**config.mk**
```make
export PLATFORM = sky130hd
export DESIGN_NAME = axi4_write_master_flat
export DESIGN_NICKNAME = d
export VERILOG_FILES = /design/src/rtl/axi4_pkg.sv /design/src/rtl/axi4_write_master_if.sv /design/src/rtl/axi4_wm_cmd_check.sv /design/src/rtl/axi4_write_master.sv /design/src/flat_wrapper.sv
export SDC_FILE = /design/constraint.sdc
export NUM_CORES = 1
export LEC_CHECK = 0
export ABC_CLOCK_PERIOD_IN_PS = 5300
export CAP_MARGIN = 15
export CORE_MARGIN = 2
export CORE_UTILIZATION = 37
export CTS_BUF_LIST = sky130_fd_sc_hd__clkbuf_8
export DETAILED_ROUTE_END_ITERATION = 8
export HOLD_SLACK_MARGIN = 0.06
export PLACE_DENSITY = 0.89
export SLEW_MARGIN = 0
export SYNTH_ARGS = -nofsm -noshare
export SYNTH_HDL_FRONTEND = slang
export SYNTH_SLANG_ARGS = --single-unit
export TNS_END_PERCENT = 5
```
**constraint.sdc**
```tcl
create_clock -name ACLK -period 5.3 [get_ports ACLK]
set_clock_uncertainty 0.05 [all_clocks]
set_input_delay 1.06 -clock ACLK [delete_from_list [all_inputs] [get_ports ACLK]]
set_output_delay 1.06 -clock ACLK [all_outputs]
set_load 0.005 [all_outputs]
```
**src/rtl/axi4_pkg.sv**
```systemverilog
// axi4_pkg: shared AXI4 widths, burst/response codes and write-master FSM states
package axi4_pkg;
  localparam int ID_W = 4;
  localparam int ADDR_W = 32;
  localparam int DATA_W = 32;
  localparam int STRB_W = 4;
  typedef enum logic [1:0] {FIXED, INCR, WRAP, RSVD} burst_e;
  typedef enum logic [1:0] {OKAY, EXOKAY, SLVERR, DECERR} resp_e;
  typedef enum logic [1:0] {IDLE, ADDR, DATA, RESP} wm_state_e;
  function automatic logic wrap_len_ok(input logic [7:0] len);
    return len == 8'd1 || len == 8'd3 || len == 8'd7 || len == 8'd15;
  endfunction
endpackage

```
**src/rtl/axi4_write_master_if.sv**
```systemverilog
// axi4_write_master_if: AXI4 write address, data and response channels between master and slave
interface axi4_write_master_if;
  import axi4_pkg::*;
  logic              AWVALID;
  logic              AWREADY;
  logic [ID_W-1:0]   AWID;
  logic [ADDR_W-1:0] AWADDR;
  logic [7:0]        AWLEN;
  logic [2:0]        AWSIZE;
  logic [1:0]        AWBURST;
  logic              WVALID;
  logic              WREADY;
  logic [ID_W-1:0]   WID;
  logic [DATA_W-1:0] WDATA;
  logic [STRB_W-1:0] WSTRB;
  logic              WLAST;
  logic              BVALID;
  logic              BREADY;
  logic [ID_W-1:0]   BID;
  logic [1:0]        BRESP;
  modport master (
    output AWVALID, AWID, AWADDR, AWLEN, AWSIZE, AWBURST,
    output WVALID, WID, WDATA, WSTRB, WLAST, BREADY,
    input  AWREADY, WREADY, BVALID, BID, BRESP
  );
  modport slave (
    input  AWVALID, AWID, AWADDR, AWLEN, AWSIZE, AWBURST,
    input  WVALID, WID, WDATA, WSTRB, WLAST, BREADY,
    output AWREADY, WREADY, BVALID, BID, BRESP
  );
endinterface

```
**src/rtl/axi4_wm_cmd_check.sv**
```systemverilog
// axi4_wm_cmd_check: combinational legality check of a write command (size, burst type, wrap length)
module axi4_wm_cmd_check
  import axi4_pkg::*;
(
  input  logic [2:0] size,
  input  logic [1:0] burst,
  input  logic [7:0] len,
  output logic       legal
);
  always_comb legal = size <= 3'd2 && burst != RSVD && (burst != WRAP || wrap_len_ok(len));
endmodule

```
**src/rtl/axi4_write_master.sv**
```systemverilog
// axi4_write_master: single-outstanding AXI4 write master turning one command plus a beat stream into AW/W/B.
// Define AXI4_WM_TIMEOUT_EN to add a B-response watchdog that gives up after TIMEOUT_CYCLES cycles.
module axi4_write_master
  import axi4_pkg::*;
#(
  parameter int TIMEOUT_CYCLES = 1024
) (
  input  logic                ACLK,
  input  logic                ARESETn,
  input  logic                cmd_valid,
  output logic                cmd_ready,
  input  logic [ADDR_W-1:0]   cmd_addr,
  input  logic [7:0]          cmd_len,
  input  logic [2:0]          cmd_size,
  input  logic [1:0]          cmd_burst,
  input  logic [ID_W-1:0]     cmd_id,
  input  logic                wd_valid,
  output logic                wd_ready,
  input  logic [DATA_W-1:0]   wd_data,
  input  logic [STRB_W-1:0]   wd_strb,
  axi4_write_master_if.master axi,
  output logic                done_valid,
  output logic [ID_W-1:0]     done_id,
  output logic [1:0]          done_resp,
  output logic                done_id_err
);
  wm_state_e         state_q, state_d;
  logic [ADDR_W-1:0] addr_q, addr_d;
  logic [7:0]        len_q, len_d, beat_cnt_q, beat_cnt_d;
  logic [2:0]        size_q, size_d;
  logic [1:0]        burst_q, burst_d;
  logic [ID_W-1:0]   id_q, id_d;
  logic              cmd_legal, timeout, w_hs, last;

  axi4_wm_cmd_check u_cmd_check (
    .size  (cmd_size),
    .burst (cmd_burst),
    .len   (cmd_len),
    .legal (cmd_legal)
  );

`ifdef AXI4_WM_TIMEOUT_EN
  logic [31:0] wdog_q, wdog_d;
  always_comb wdog_d = state_q == RESP ? wdog_q + 32'd1 : '0;
  assign timeout = state_q == RESP && wdog_q == 32'(TIMEOUT_CYCLES - 1);
  always_ff @(posedge ACLK) wdog_q <= !ARESETn ? '0 : wdog_d;
`else
  logic unused_timeout;
  assign unused_timeout = TIMEOUT_CYCLES == 0;
  assign timeout = 1'b0;
`endif

  assign w_hs = state_q == DATA && wd_valid && axi.WREADY;
  assign last = beat_cnt_q == len_q;

  assign axi.AWVALID = state_q == ADDR;
  assign axi.AWID    = id_q;
  assign axi.AWADDR  = addr_q;
  assign axi.AWLEN   = len_q;
  assign axi.AWSIZE  = size_q;
  assign axi.AWBURST = burst_q;
  assign axi.WVALID  = state_q == DATA && wd_valid;
  assign axi.WID     = id_q;
  assign axi.WDATA   = state_q == DATA ? wd_data : '0;
  assign axi.WSTRB   = state_q == DATA ? wd_strb : '0;
  assign axi.WLAST   = state_q == DATA && last;
  assign axi.BREADY  = state_q == RESP;
  assign wd_ready    = state_q == DATA && axi.WREADY;

  // Illegal commands and B completions both report combinationally in the cycle they occur.
  always_comb begin
    state_d = state_q;
    {addr_d, len_d, size_d, burst_d, id_d} = {addr_q, len_q, size_q, burst_q, id_q};
    beat_cnt_d = w_hs ? (last ? '0 : beat_cnt_q + 8'd1) : beat_cnt_q;
    cmd_ready = 1'b0;
    done_valid = 1'b0;
    done_id = '0;
    done_resp = OKAY;
    done_id_err = 1'b0;
    case (state_q)
      IDLE: begin
        cmd_ready = ARESETn;
        if (cmd_valid && ARESETn) begin
          {addr_d, len_d, size_d, burst_d, id_d} = {cmd_addr, cmd_len, cmd_size, cmd_burst, cmd_id};
          beat_cnt_d = '0;
          state_d = cmd_legal ? ADDR : IDLE;
          done_valid = !cmd_legal;
          done_id = cmd_legal ? '0 : cmd_id;
          done_resp = cmd_legal ? OKAY : SLVERR;
        end
      end
      ADDR: state_d = axi.AWREADY ? DATA : ADDR;
      DATA: state_d = w_hs && last ? RESP : DATA;
      RESP: begin
        if (axi.BVALID || timeout) begin
          state_d = IDLE;
          done_valid = ARESETn;
          done_id = id_q;
          done_resp = axi.BVALID ? axi.BRESP : DECERR;
          done_id_err = axi.BVALID && axi.BID != id_q;
        end
      end
      default: state_d = IDLE;
    endcase
  end

  always_ff @(posedge ACLK) begin
    if (!ARESETn) begin
      state_q <= IDLE;
      addr_q <= '0;
      len_q <= '0;
      size_q <= '0;
      burst_q <= '0;
      id_q <= '0;
      beat_cnt_q <= '0;
    end else begin
      state_q <= state_d;
      addr_q <= addr_d;
      len_q <= len_d;
      size_q <= size_d;
      burst_q <= burst_d;
      id_q <= id_d;
      beat_cnt_q <= beat_cnt_d;
    end
  end
endmodule

```
**src/flat_wrapper.sv**
```systemverilog
// flat-port wrapper written by rule: the top's interface ports become plain ports
module axi4_write_master_flat import axi4_pkg::*;
#(
  parameter int TIMEOUT_CYCLES = 1024
)
  (ACLK, ARESETn, cmd_valid, cmd_ready, cmd_addr, cmd_len, cmd_size, cmd_burst, cmd_id, wd_valid, wd_ready, wd_data, wd_strb, done_valid, done_id, done_resp, done_id_err, axi_AWVALID, axi_AWID, axi_AWADDR, axi_AWLEN, axi_AWSIZE, axi_AWBURST, axi_WVALID, axi_WID, axi_WDATA, axi_WSTRB, axi_WLAST, axi_BREADY, axi_AWREADY, axi_WREADY, axi_BVALID, axi_BID, axi_BRESP);
  axi4_write_master_if axi_i ();
  input  logic ACLK;
  input  logic ARESETn;
  input  logic cmd_valid;
  output logic cmd_ready;
  input  logic [ADDR_W-1:0] cmd_addr;
  input  logic [7:0] cmd_len;
  input  logic [2:0] cmd_size;
  input  logic [1:0] cmd_burst;
  input  logic [ID_W-1:0] cmd_id;
  input  logic wd_valid;
  output logic wd_ready;
  input  logic [DATA_W-1:0] wd_data;
  input  logic [STRB_W-1:0] wd_strb;
  output logic done_valid;
  output logic [ID_W-1:0] done_id;
  output logic [1:0] done_resp;
  output logic done_id_err;
  output wire logic [$bits(axi_i.AWVALID)-1:0] axi_AWVALID;
  output wire logic [$bits(axi_i.AWID)-1:0] axi_AWID;
  output wire logic [$bits(axi_i.AWADDR)-1:0] axi_AWADDR;
  output wire logic [$bits(axi_i.AWLEN)-1:0] axi_AWLEN;
  output wire logic [$bits(axi_i.AWSIZE)-1:0] axi_AWSIZE;
  output wire logic [$bits(axi_i.AWBURST)-1:0] axi_AWBURST;
  output wire logic [$bits(axi_i.WVALID)-1:0] axi_WVALID;
  output wire logic [$bits(axi_i.WID)-1:0] axi_WID;
  output wire logic [$bits(axi_i.WDATA)-1:0] axi_WDATA;
  output wire logic [$bits(axi_i.WSTRB)-1:0] axi_WSTRB;
  output wire logic [$bits(axi_i.WLAST)-1:0] axi_WLAST;
  output wire logic [$bits(axi_i.BREADY)-1:0] axi_BREADY;
  input wire logic [$bits(axi_i.AWREADY)-1:0] axi_AWREADY;
  input wire logic [$bits(axi_i.WREADY)-1:0] axi_WREADY;
  input wire logic [$bits(axi_i.BVALID)-1:0] axi_BVALID;
  input wire logic [$bits(axi_i.BID)-1:0] axi_BID;
  input wire logic [$bits(axi_i.BRESP)-1:0] axi_BRESP;
  assign axi_AWVALID = axi_i.AWVALID;
  assign axi_AWID = axi_i.AWID;
  assign axi_AWADDR = axi_i.AWADDR;
  assign axi_AWLEN = axi_i.AWLEN;
  assign axi_AWSIZE = axi_i.AWSIZE;
  assign axi_AWBURST = axi_i.AWBURST;
  assign axi_WVALID = axi_i.WVALID;
  assign axi_WID = axi_i.WID;
  assign axi_WDATA = axi_i.WDATA;
  assign axi_WSTRB = axi_i.WSTRB;
  assign axi_WLAST = axi_i.WLAST;
  assign axi_BREADY = axi_i.BREADY;
  assign axi_i.AWREADY = axi_AWREADY;
  assign axi_i.WREADY = axi_WREADY;
  assign axi_i.BVALID = axi_BVALID;
  assign axi_i.BID = axi_BID;
  assign axi_i.BRESP = axi_BRESP;
  axi4_write_master #(.TIMEOUT_CYCLES(TIMEOUT_CYCLES)) u_core (.ACLK(ACLK), .ARESETn(ARESETn), .cmd_valid(cmd_valid), .cmd_ready(cmd_ready), .cmd_addr(cmd_addr), .cmd_len(cmd_len), .cmd_size(cmd_size), .cmd_burst(cmd_burst), .cmd_id(cmd_id), .wd_valid(wd_valid), .wd_ready(wd_ready), .wd_data(wd_data), .wd_strb(wd_strb), .axi(axi_i), .done_valid(done_valid), .done_id(done_id), .done_resp(done_resp), .done_id_err(done_id_err));
endmodule
```
# Word level (Yosys, flattened, before mapping)
# Cells that the tools add are included.
dict set report totals {
  regBits 59
  output_inout_bits 103
}
dict set report classes {
  n_addsub 1
  reduce_logical 17
  eq_ne 13
  order_cmp 1
  mux 26
}
# op count
set op_table {}
lappend op_table {{$mux W32} 1}
lappend op_table {{$mux W8} 4}
lappend op_table {{$mux W4} 4}
lappend op_table {{$mux W2} 6}
lappend op_table {{$logic_and A1 B1 Y1} 9}
lappend op_table {{$add A8 B1 Y8 const B} 1}
lappend op_table {{$eq A8 B1 Y1 const B} 1}
lappend op_table {{$eq A8 B2 Y1 const B} 1}
lappend op_table {{$eq A8 B3 Y1 const B} 1}
lappend op_table {{$eq A8 B4 Y1 const B} 1}
lappend op_table {{$eq A8 B8 Y1} 1}
lappend op_table {{$pmux W2 S4} 1}
lappend op_table {{$pmux W4 S2} 1}
lappend op_table {{$mux W1} 7}
lappend op_table {{$eq A2 B2 Y1 const B} 2}
lappend op_table {{$logic_or A1 B1 Y1} 4}
lappend op_table {{$ne A2 B1 Y1 const B} 2}
lappend op_table {{$ne A2 B2 Y1 const B} 2}
lappend op_table {{$ne A4 B4 Y1} 1}
lappend op_table {{$pmux W2 S2} 1}
lappend op_table {{$reduce_and A2 Y1} 2}
lappend op_table {{$le A3 B2 Y1 const B} 1}
lappend op_table {{$eq A2 B1 Y1 const B} 1}
lappend op_table {{$logic_not A2 Y1} 1}
lappend op_table {{other kinds (2)} 2}

# Depth between registers and ports, before layout
dict set report logic_depth {
  ltp_word 9
  ltp_mapped 8
  depth_no_buf 7
}

# Cells and area by module
# Synthesis repeated with hierarchy kept, for this count alone.
dict set report unflattened {
  cells_unflattened 257
  hier_area_um2 2635.0
}
# module cells_per_inst instances area_each_um2
set by_module_without_submodules {}
lappend by_module_without_submodules {axi4_write_master 251 1 2583.7}
lappend by_module_without_submodules {axi4_wm_cmd_check 6 1 51.3}

# Worst setup path before layout
# No wires, ideal clock.
dict set report synth_timing {
  path_kind {in2out}
  from {in cmd_len[4]}
  to {out done_id[0]}
  setup_slack_ns 1.957
  required_time_ns 4.190
  cell_stages 4
  arrival_time_ns 2.233
  cell_sequence {or4_4 nor4_4 nor4b_2 a22o_1}
}
dict set report synth_between {
  elab_chain_cells 9
  elab_cells_between_ends 12
  classes_between {eq/ne: 4; mux: 3; reduce/logical: 5}
}
# item line
set synth_rtl {}
lappend synth_rtl {{start: declaration} flat_wrapper.sv:13} ;# input logic [7:0] cmd_len;
lappend synth_rtl {{$eq A8 B1 Y1 / $eq A8 B2 Y1 (equally long branches)} axi4_pkg.sv:11} ;# return len == 8'd1 || len == 8'd3 || len == 8'd7 || len == 8'd15;
lappend synth_rtl {{$logic_or A1 B1 Y1 (2 in series)} axi4_pkg.sv:11}
lappend synth_rtl {{$logic_or A1 B1 Y1 (*)} axi4_pkg.sv:11}
lappend synth_rtl {{$logic_or A1 B1 Y1 (*)} axi4_wm_cmd_check.sv:10} ;# always_comb legal = size <= 3'd2 && burst != RSVD && (burst != WRAP || wrap_len_ok(len));
lappend synth_rtl {{$logic_and A1 B1 Y1 (*)} axi4_wm_cmd_check.sv:10}
lappend synth_rtl {{$mux W4 (*)} axi4_write_master.sv:88} ;# done_id = cmd_legal ? '0 : cmd_id;
lappend synth_rtl {{$mux W4 (*)} axi4_write_master.sv:83} ;# if (cmd_valid && ARESETn) begin
lappend synth_rtl {{$pmux W4 S2 (*)} axi4_write_master.sv:80} ;# case (state_q)
lappend synth_rtl {{end: declaration} flat_wrapper.sv:22} ;# output logic [ID_W-1:0] done_id;
# Every way passes the cells marked *; elsewhere a longest branch is shown, timed or not.

# Final worst setup path
dict set report layout_timing {
  from {in cmd_len[2]}
  to {out done_id[3]}
}
# Same word-level chain as after synthesis.

==> results.py <==
metrics = {
    "logic_synthesis": {
        "syn_nets": 354,
        "post_synth_num_cell_types": 30,
        "yosysSeqAreaShare": 0.463,
        "syn_area_um2": 2550,
        "ys_ff_latch": 59,
        "yosysWarningCount": 0,
        "synth_area_per_cell_um2": 10.2,
        "synthCells": 251,
    },
    "sta": {
        "fin_crit_sh": 0.829,
        "worst_hold_slack_ns": 0.425,
        "setup_viol": 0,
        "worst_pin_slew_ns": 0.887,
        "hold_violations": 0,
        "final.setup.tns_ns": 0,
        "report.final.slew_viol_count": 0,
        "max_clock_freq_mhz": 228,
        "rsz0062_at_grt": "false",
        "slew_headroom": 0.409,
        "layout_min_cycle_time_ns": 4.39,
    },
    "power": {
        "power_density_nw_per_um2": 237,
        "leakagePower_nw": 1.91,
        "peakVddDrop_v": 0.000197,
    },
    "clocking": {
        "cts_tree": "built",
        "path_clk_slew_ns": 0.06,
        "cts_hold_buf": 0,
        "ctsHtreeMaxLevel": 3,
        "cts_buffers": 9,
        "clkLatencyLatePin_ns": 0.32,
        "clockBufferDepth": 2,
        "cts-resized-gates": 0,
        "cts-root-buf": "clkbuf_8",
        "cts.sinks": 59,
        "postCtsSetupRepairBufs": 0,
    },
    "detailed_routing": {
        "wl_per_cell_um": 16.1,
        "drc": 0,
        "drt-vias-per-instance": 4.96,
        "drtIter0Drc": 90,
        "vias": 2636,
        "drtPass1Iterations": 4,
        "ant_nets": 0,
        "routed_wl_um": 8530,
    },
    "layout": {
        "final_util": 0.717,
        "fin_cells": 531,
        "fin_nets": 547,
        "fin_area_um2": 4820,
        "nFillCells": 508,
        "area_growth_pct": 89.0,
        "drive_gt1_frac": 0.0490,
    },
    "worst_setup_path": {
        "critPathMaxStageDelay_ns": 0.60,
        "end_kind": "output pin",
        "crit_top_cell": "clkdlybuf4s50_1",
        "critPathRequiredTime_ns": 4.19,
        "crit_path_start_kind": "primary input",
        "slowest_stage": "nor4b_2",
        "crit_type": "primary input to output pin",
        "cp_max_fo": 6,
        "r2r_setup_slack_ns": 2.90,
        "cp_cell_sequence": "clkdlybuf4s50_1 > nor2_1 > a21oi_1 > nor4_4 > nor4b_2 > a22o_1 > clkdlybuf4s50_1",
        "cp_data_arrival_time_ns": 3.28,
    },
    "floorplan": {
        "die_width_um": 87.0,
        "die_h_um": 87.0,
        "num_rows": 30,
        "start_util": 0.379,
        "io_pins": 201,
        "die-area_um2": 7570,
        "core-area_um2": 6720,
    },
    "grt": {
        "grt_max_degree": 50,
        "grt.overflow.total": 0,
        "grt_pass1_wl_um": 13100,
        "antenna_found_initial": 2,
        "grt_pass1_vias": 2602,
        "grt_usage": 0.223,
    },
    "job": {
        "cap_violations": 0,
    },
    "placement": {
        "gp_congestion": 0.837,
        "place_inst": 513,
        "dpl.hpwl_um": 6570,
        "port_buffers": 200,
        "postPlaceCellArea_um2": 4580,
    },
    "status": {
        "status": "finished clean",
    },
    "worst_hold_path": {
        "hp-class": "flip-flop to flip-flop",
    },
}
-- power by group --
group | total [mW] | leakage, nW | switching (mW) | internal [mW]
clock | 0.459 | 0.117 | 0.171 | 0.288
combinational | 0.198 | 1.31 | 0.0597 | 0.138
sequential | 0.486 | 0.485 | 0.0180 | 0.468
total | 1.14 | 1.91 | 0.249 | 0.894
-- worst paths after layout --
kind | from | cells past startpoint | endpoint
worst max-delay path | cmd_len[2] | 7 | done_id[3]
worst min-delay path | u_core.axi.AWADDR[16] | 1 | u_core.axi.AWADDR[16]
worst max register to register | u_core.state_q[0] | 7 | u_core.beat_cnt_q[6]
worst min register to register | u_core.axi.AWADDR[16] | 1 | u_core.axi.AWADDR[16]
-- worst max-delay path, delay by kind of cell --
family	cells	cell delay (ns)
buf+inv	2	1.01
simple gates	3	0.73
compound gates	2	0.47
-- cell usage after synthesis --
cell type | number | share of area
o21ai_0 | 1 | 0.0020
buf_4 | 4 | 0.012
nand2b_1 | 2 | 0.0049
o211ai_1 | 1 | 0.0029
mux2i_1 | 1 | 0.0039
nor4b_2 | 1 | 0.0059
and2_1 | 40 | 0.098
a21oi_1 | 5 | 0.0098
a22o_1 | 53 | 0.18
xor2_1 | 11 | 0.038
inv_1 | 4 | 0.0059
buf_1 | 1 | 0.0015
and3_1 | 4 | 0.0098
ha_1 | 5 | 0.025
xnor2_1 | 8 | 0.027
clkbuf_1 | 12 | 0.018
a41oi_1 | 1 | 0.0034
a21o_1 | 4 | 0.012
buf_2 | 3 | 0.0059
nor2_1 | 13 | 0.019
nand4_1 | 3 | 0.0074
dfxtp_1 | 59 | 0.46
nor4_4 | 1 | 0.0083
and4_1 | 3 | 0.010
nand3_1 | 1 | 0.0020
nor2b_1 | 1 | 0.0025
nand2_1 | 6 | 0.0088
a41o_1 | 1 | 0.0039
or4_4 | 1 | 0.0044
nor4_1 | 1 | 0.0025
-- state kept, by name (all words and copies together) (netlist names), named ones only --
register and cells:
u_core.axi.AWBURST 2, u_core.beat_cnt_q 8, u_core.state_q 1, u_core.axi.AWSIZE 3, u_core.axi.AWLEN 8, u_core.axi.AWADDR 32, u_core.axi.AWID 4
-- per-layer routing --
layer  up-vias  track usage  wire length [µm]
li1       1285            -                 -
met1      1197        0.237              3180
met2       136        0.382              4330
met3        18       0.0768               743
met4         0        0.129               275
met5         -            0                 0
-- cell type report --
class | instances | area, µm² | share of cell area
timing repair buffer | 202 | 2020 | 0.419
multi-input combinational | 168 | 1270 | 0.264
sequential | 59 | 1180 | 0.245
clock buffer | 11 | 151 | 0.0314
tap | 80 | 100 | 0.0208
clock inverter | 5 | 76.3 | 0.0158
inverter | 4 | 15.0 | 0.00312
antenna | 2 | 5.00 | 0.00104
-- cell usage in the layout, fill, tap and decap left out, types with 2 or more instances in the layout --
| master | instances |
|---|---|
| diode_2 | 2 |
| dfxtp_1 | 59 |
| a21oi_1 | 4 |
| buf_4 | 2 |
| a21o_1 | 4 |
| nand4_1 | 3 |
| a22o_1 | 53 |
| nor2_1 | 13 |
| inv_1 | 5 |
| and3_1 | 3 |
| nand2b_1 | 2 |
| xnor2_1 | 8 |
| clkdlybuf4s50_1 | 200 |
| nand2_1 | 6 |
| bufinv_16 | 2 |
| clkbuf_8 | 11 |
| and4_1 | 3 |
| ha_1 | 5 |
| xor2_1 | 11 |
| and2_1 | 40 |
-- cell families after synthesis --
family          after synthesis  synth area share
mux                           1           0.00393
xor+xnor                     19            0.0653
compound gates               66             0.216
buf+inv                      24            0.0427
simple gates                 77             0.184
fa+ha+maj                     5            0.0245
flops                        59             0.463
-- stage by stage --
step | power, mW | worst slack, ns
3_5_place_dp | 0.694 | 0.899
5_1_grt | 1.19 | 0.744
4_1_cts | 1.16 | 0.909
2_1_floorplan | 0.550 | 1.96
3_3_place_gp | 0.690 | 0.916
6_report | 1.14 | 0.907
No activity file was read; power rests on OpenSTA's default activity.
==> RTL change (config.mk and constraints unchanged) <==
The package constant `ID_W` goes from 4 to 3.
--- a/src/rtl/axi4_pkg.sv
+++ b/src/rtl/axi4_pkg.sv
@@ -1,5 +1,5 @@
 // axi4_pkg: shared AXI4 widths, burst/response codes and write-master FSM states
 package axi4_pkg;
-  localparam int ID_W = 4;
+  localparam int ID_W = 3;
   localparam int ADDR_W = 32;
   localparam int DATA_W = 32;
Ports: changed (5 resized); port bits go from 201 to 196. The function was not compared with the original's and may differ.
==> RTL change against the unedited design <==
  * The flow now finishes with violations (DRC)
  * Sequential cell count down 1
  * Critical path depth down 1
  * Setup slack worse by 0.097 ns
  * Design area decreased by 3.3%
  * Total power shrank 9.3%
  * Routed wire length increased by 0.56%
  * Non-clock buffer count fell by 4
  * Area after synthesis fell by 2.8%
  * Critical path type unchanged
  * Largest cell class unchanged
  * Highest routed layer unchanged
==> RTL change: results (changes against the unedited design) <==
fill cell count -> 466 (-8.3%)
Residual DRC -> 15 (+15)
share of cells above drive strength 1 -> 4.751% (-0.15 points)
ANT cells -> 0 (-2)
Main synth FF type -> dfxtp_1
Port-buffer cells -> 195 (-2.5%)
Placer Congestion -> 0.8001 (-4.4%)
placed cell area -> 0.004477 sq mm (-2.3%)
synth unique cells -> 29 (-3.3%)
Initial DRT Pass Iterations -> 7 (+3)
MaxCap Viol Count -> 0 (unchanged)
DP Wirelength -> 6816 um (+3.8%)
Hold Crit Class -> reg2reg
Post-Synth Adder-Cell Area -> 2.525% (+0.071 points)
initial antenna violation count -> 0 (-2)
global-route wire length before repair -> 13150 um (+0.27%)
routed len/inst -> 16.52 um (+2.9%)
complex-gate fraction of the synthesized area -> 21.67% (+0.066 points)
Reg clk slew, reported paths -> 0.06 ns (about the same)
H-tree levels -> 3 (unchanged)
Crit-path slowest cell -> or4_4
top cells by count, synth -> 58 x dfxtp_1, 50 x a22o_1, 40 x and2_1, 15 x clkbuf_1, 14 x xor2_1
CP max stage delay -> 0.55 ns (-0.05 ns)
detailed-route via count -> 2648 (+0.46%)
multiplexer share of the synthesized area -> 0.4040% (+0.011 points)
pin count of the biggest net entering global routing -> 41 (-18%)
syn nets -> 348 (-1.7%)
static leakage -> 1.847 nW (-3.3%)
top cells by area, synth -> dfxtp_1 47%, a22o_1 18%, and2_1 10%
# nets final -> 538 (-1.6%)
NetSw -> 0.2398 mW (-3.6%)
Peak VDD IR -> 181.2 uV (-7.9%)
top cell family by delay on the critical path -> simple AND/OR/NAND/NOR gates
xor/xnor share of the synthesized area -> 6.364% (-0.17 points)
Worst-Margin Slew -> 0.8744 ns (-0.01248 ns)
GRT Resource Usage Total -> 23.11% (+0.80 points)
worst-path fanout max -> 5 (-1)
outcome -> finished with violations
DR iter-0 viols -> 126 (+40%)
Seq/Total Area, Yosys -> 46.87% (+0.53 points)
CTS-repair resized insts -> 0 (unchanged)
failing checks -> DRC
ys async rst share -> 0% (unchanged)
Post-CTS Setup Bufs -> 0 (unchanged)
grt total ovfl -> 0 (unchanged)
==> RTL change: final timing paths <==
kind	startpoint	to	slack (ns)	cells after the start
worst max-delay path	cmd_len[4]	done_id[1]	0.81	6
worst min-delay path	u_core.axi.AWSIZE[1]	u_core.axi.AWSIZE[1]	0.43	1
worst max register to register	u_core.state_q[0]	u_core.beat_cnt_q[5]	2.87	7
worst min register to register	u_core.axi.AWSIZE[1]	u_core.axi.AWSIZE[1]	0.43	1
==> RTL change: final cells by class <==
cell class	count	share of cell area (%)
Clock buffer	12	3.545
Clock inverter	4	0.3759
Inverter	4	0.3222
Multi-Input combinational cell	166	26.40
Sequential cell	58	24.92
Tap cell	77	2.068
Timing Repair Buffer	198	42.37
==> RTL change: cells by family (layout without fill, tap and decap cells) <==
| group | Yosys count | count (layout) |
|---|---|---|
| fa+ha+maj | 5 | 5 |
| xor+xnor | 18 | 18 |
| simple gates | 78 | 78 |
| buf+inv | 23 | 218 |
| flops | 58 | 58 |
| mux | 1 | 1 |
| compound gates | 64 | 64 |
==> RTL change: worst register-to-register path, stage by stage, from the launching register on <==
cell     delay (ns)
dfxtp_1        0.36
inv_1          0.10
ha_1           0.73
and3_1         0.44
and3_1         0.27
nand4_1        0.13
xor2_1         0.17
nor2_1         0.06
==> RTL change: stage by stage <==
step | util, % | worst slack, ns | std cells
finish | 72.55 | 0.8094 | 519
global route | 72.55 | 0.7628 | 519
CTS | 72.55 | 0.7809 | 519
detailed placement | 69.71 | 0.7833 | 503
global placement | 69.71 | 0.8432 | 503
floorplan | - | 1.931 | 247
==> RTL change: power by group through the flow <==
stage | logic, mW | registers, mW | clock network [mW]
CTS | 0.196 | 0.478 | 0.370
floorplan | 0.0523 | 0.486 | 0
finish | 0.194 | 0.478 | 0.365
global placement | 0.191 | 0.486 | 0
global route | 0.206 | 0.481 | 0.393
detailed placement | 0.194 | 0.487 | 0
==> RTL change: per-layer routing <==
layer	GRT usage (%)	share of wire, %	up-vias
met5	0	0	-
met4	6.638	1.5	0
met3	8.662	9.1	12
met2	43.39	53	134
met1	23.80	36	1240
li1	-	-	1262
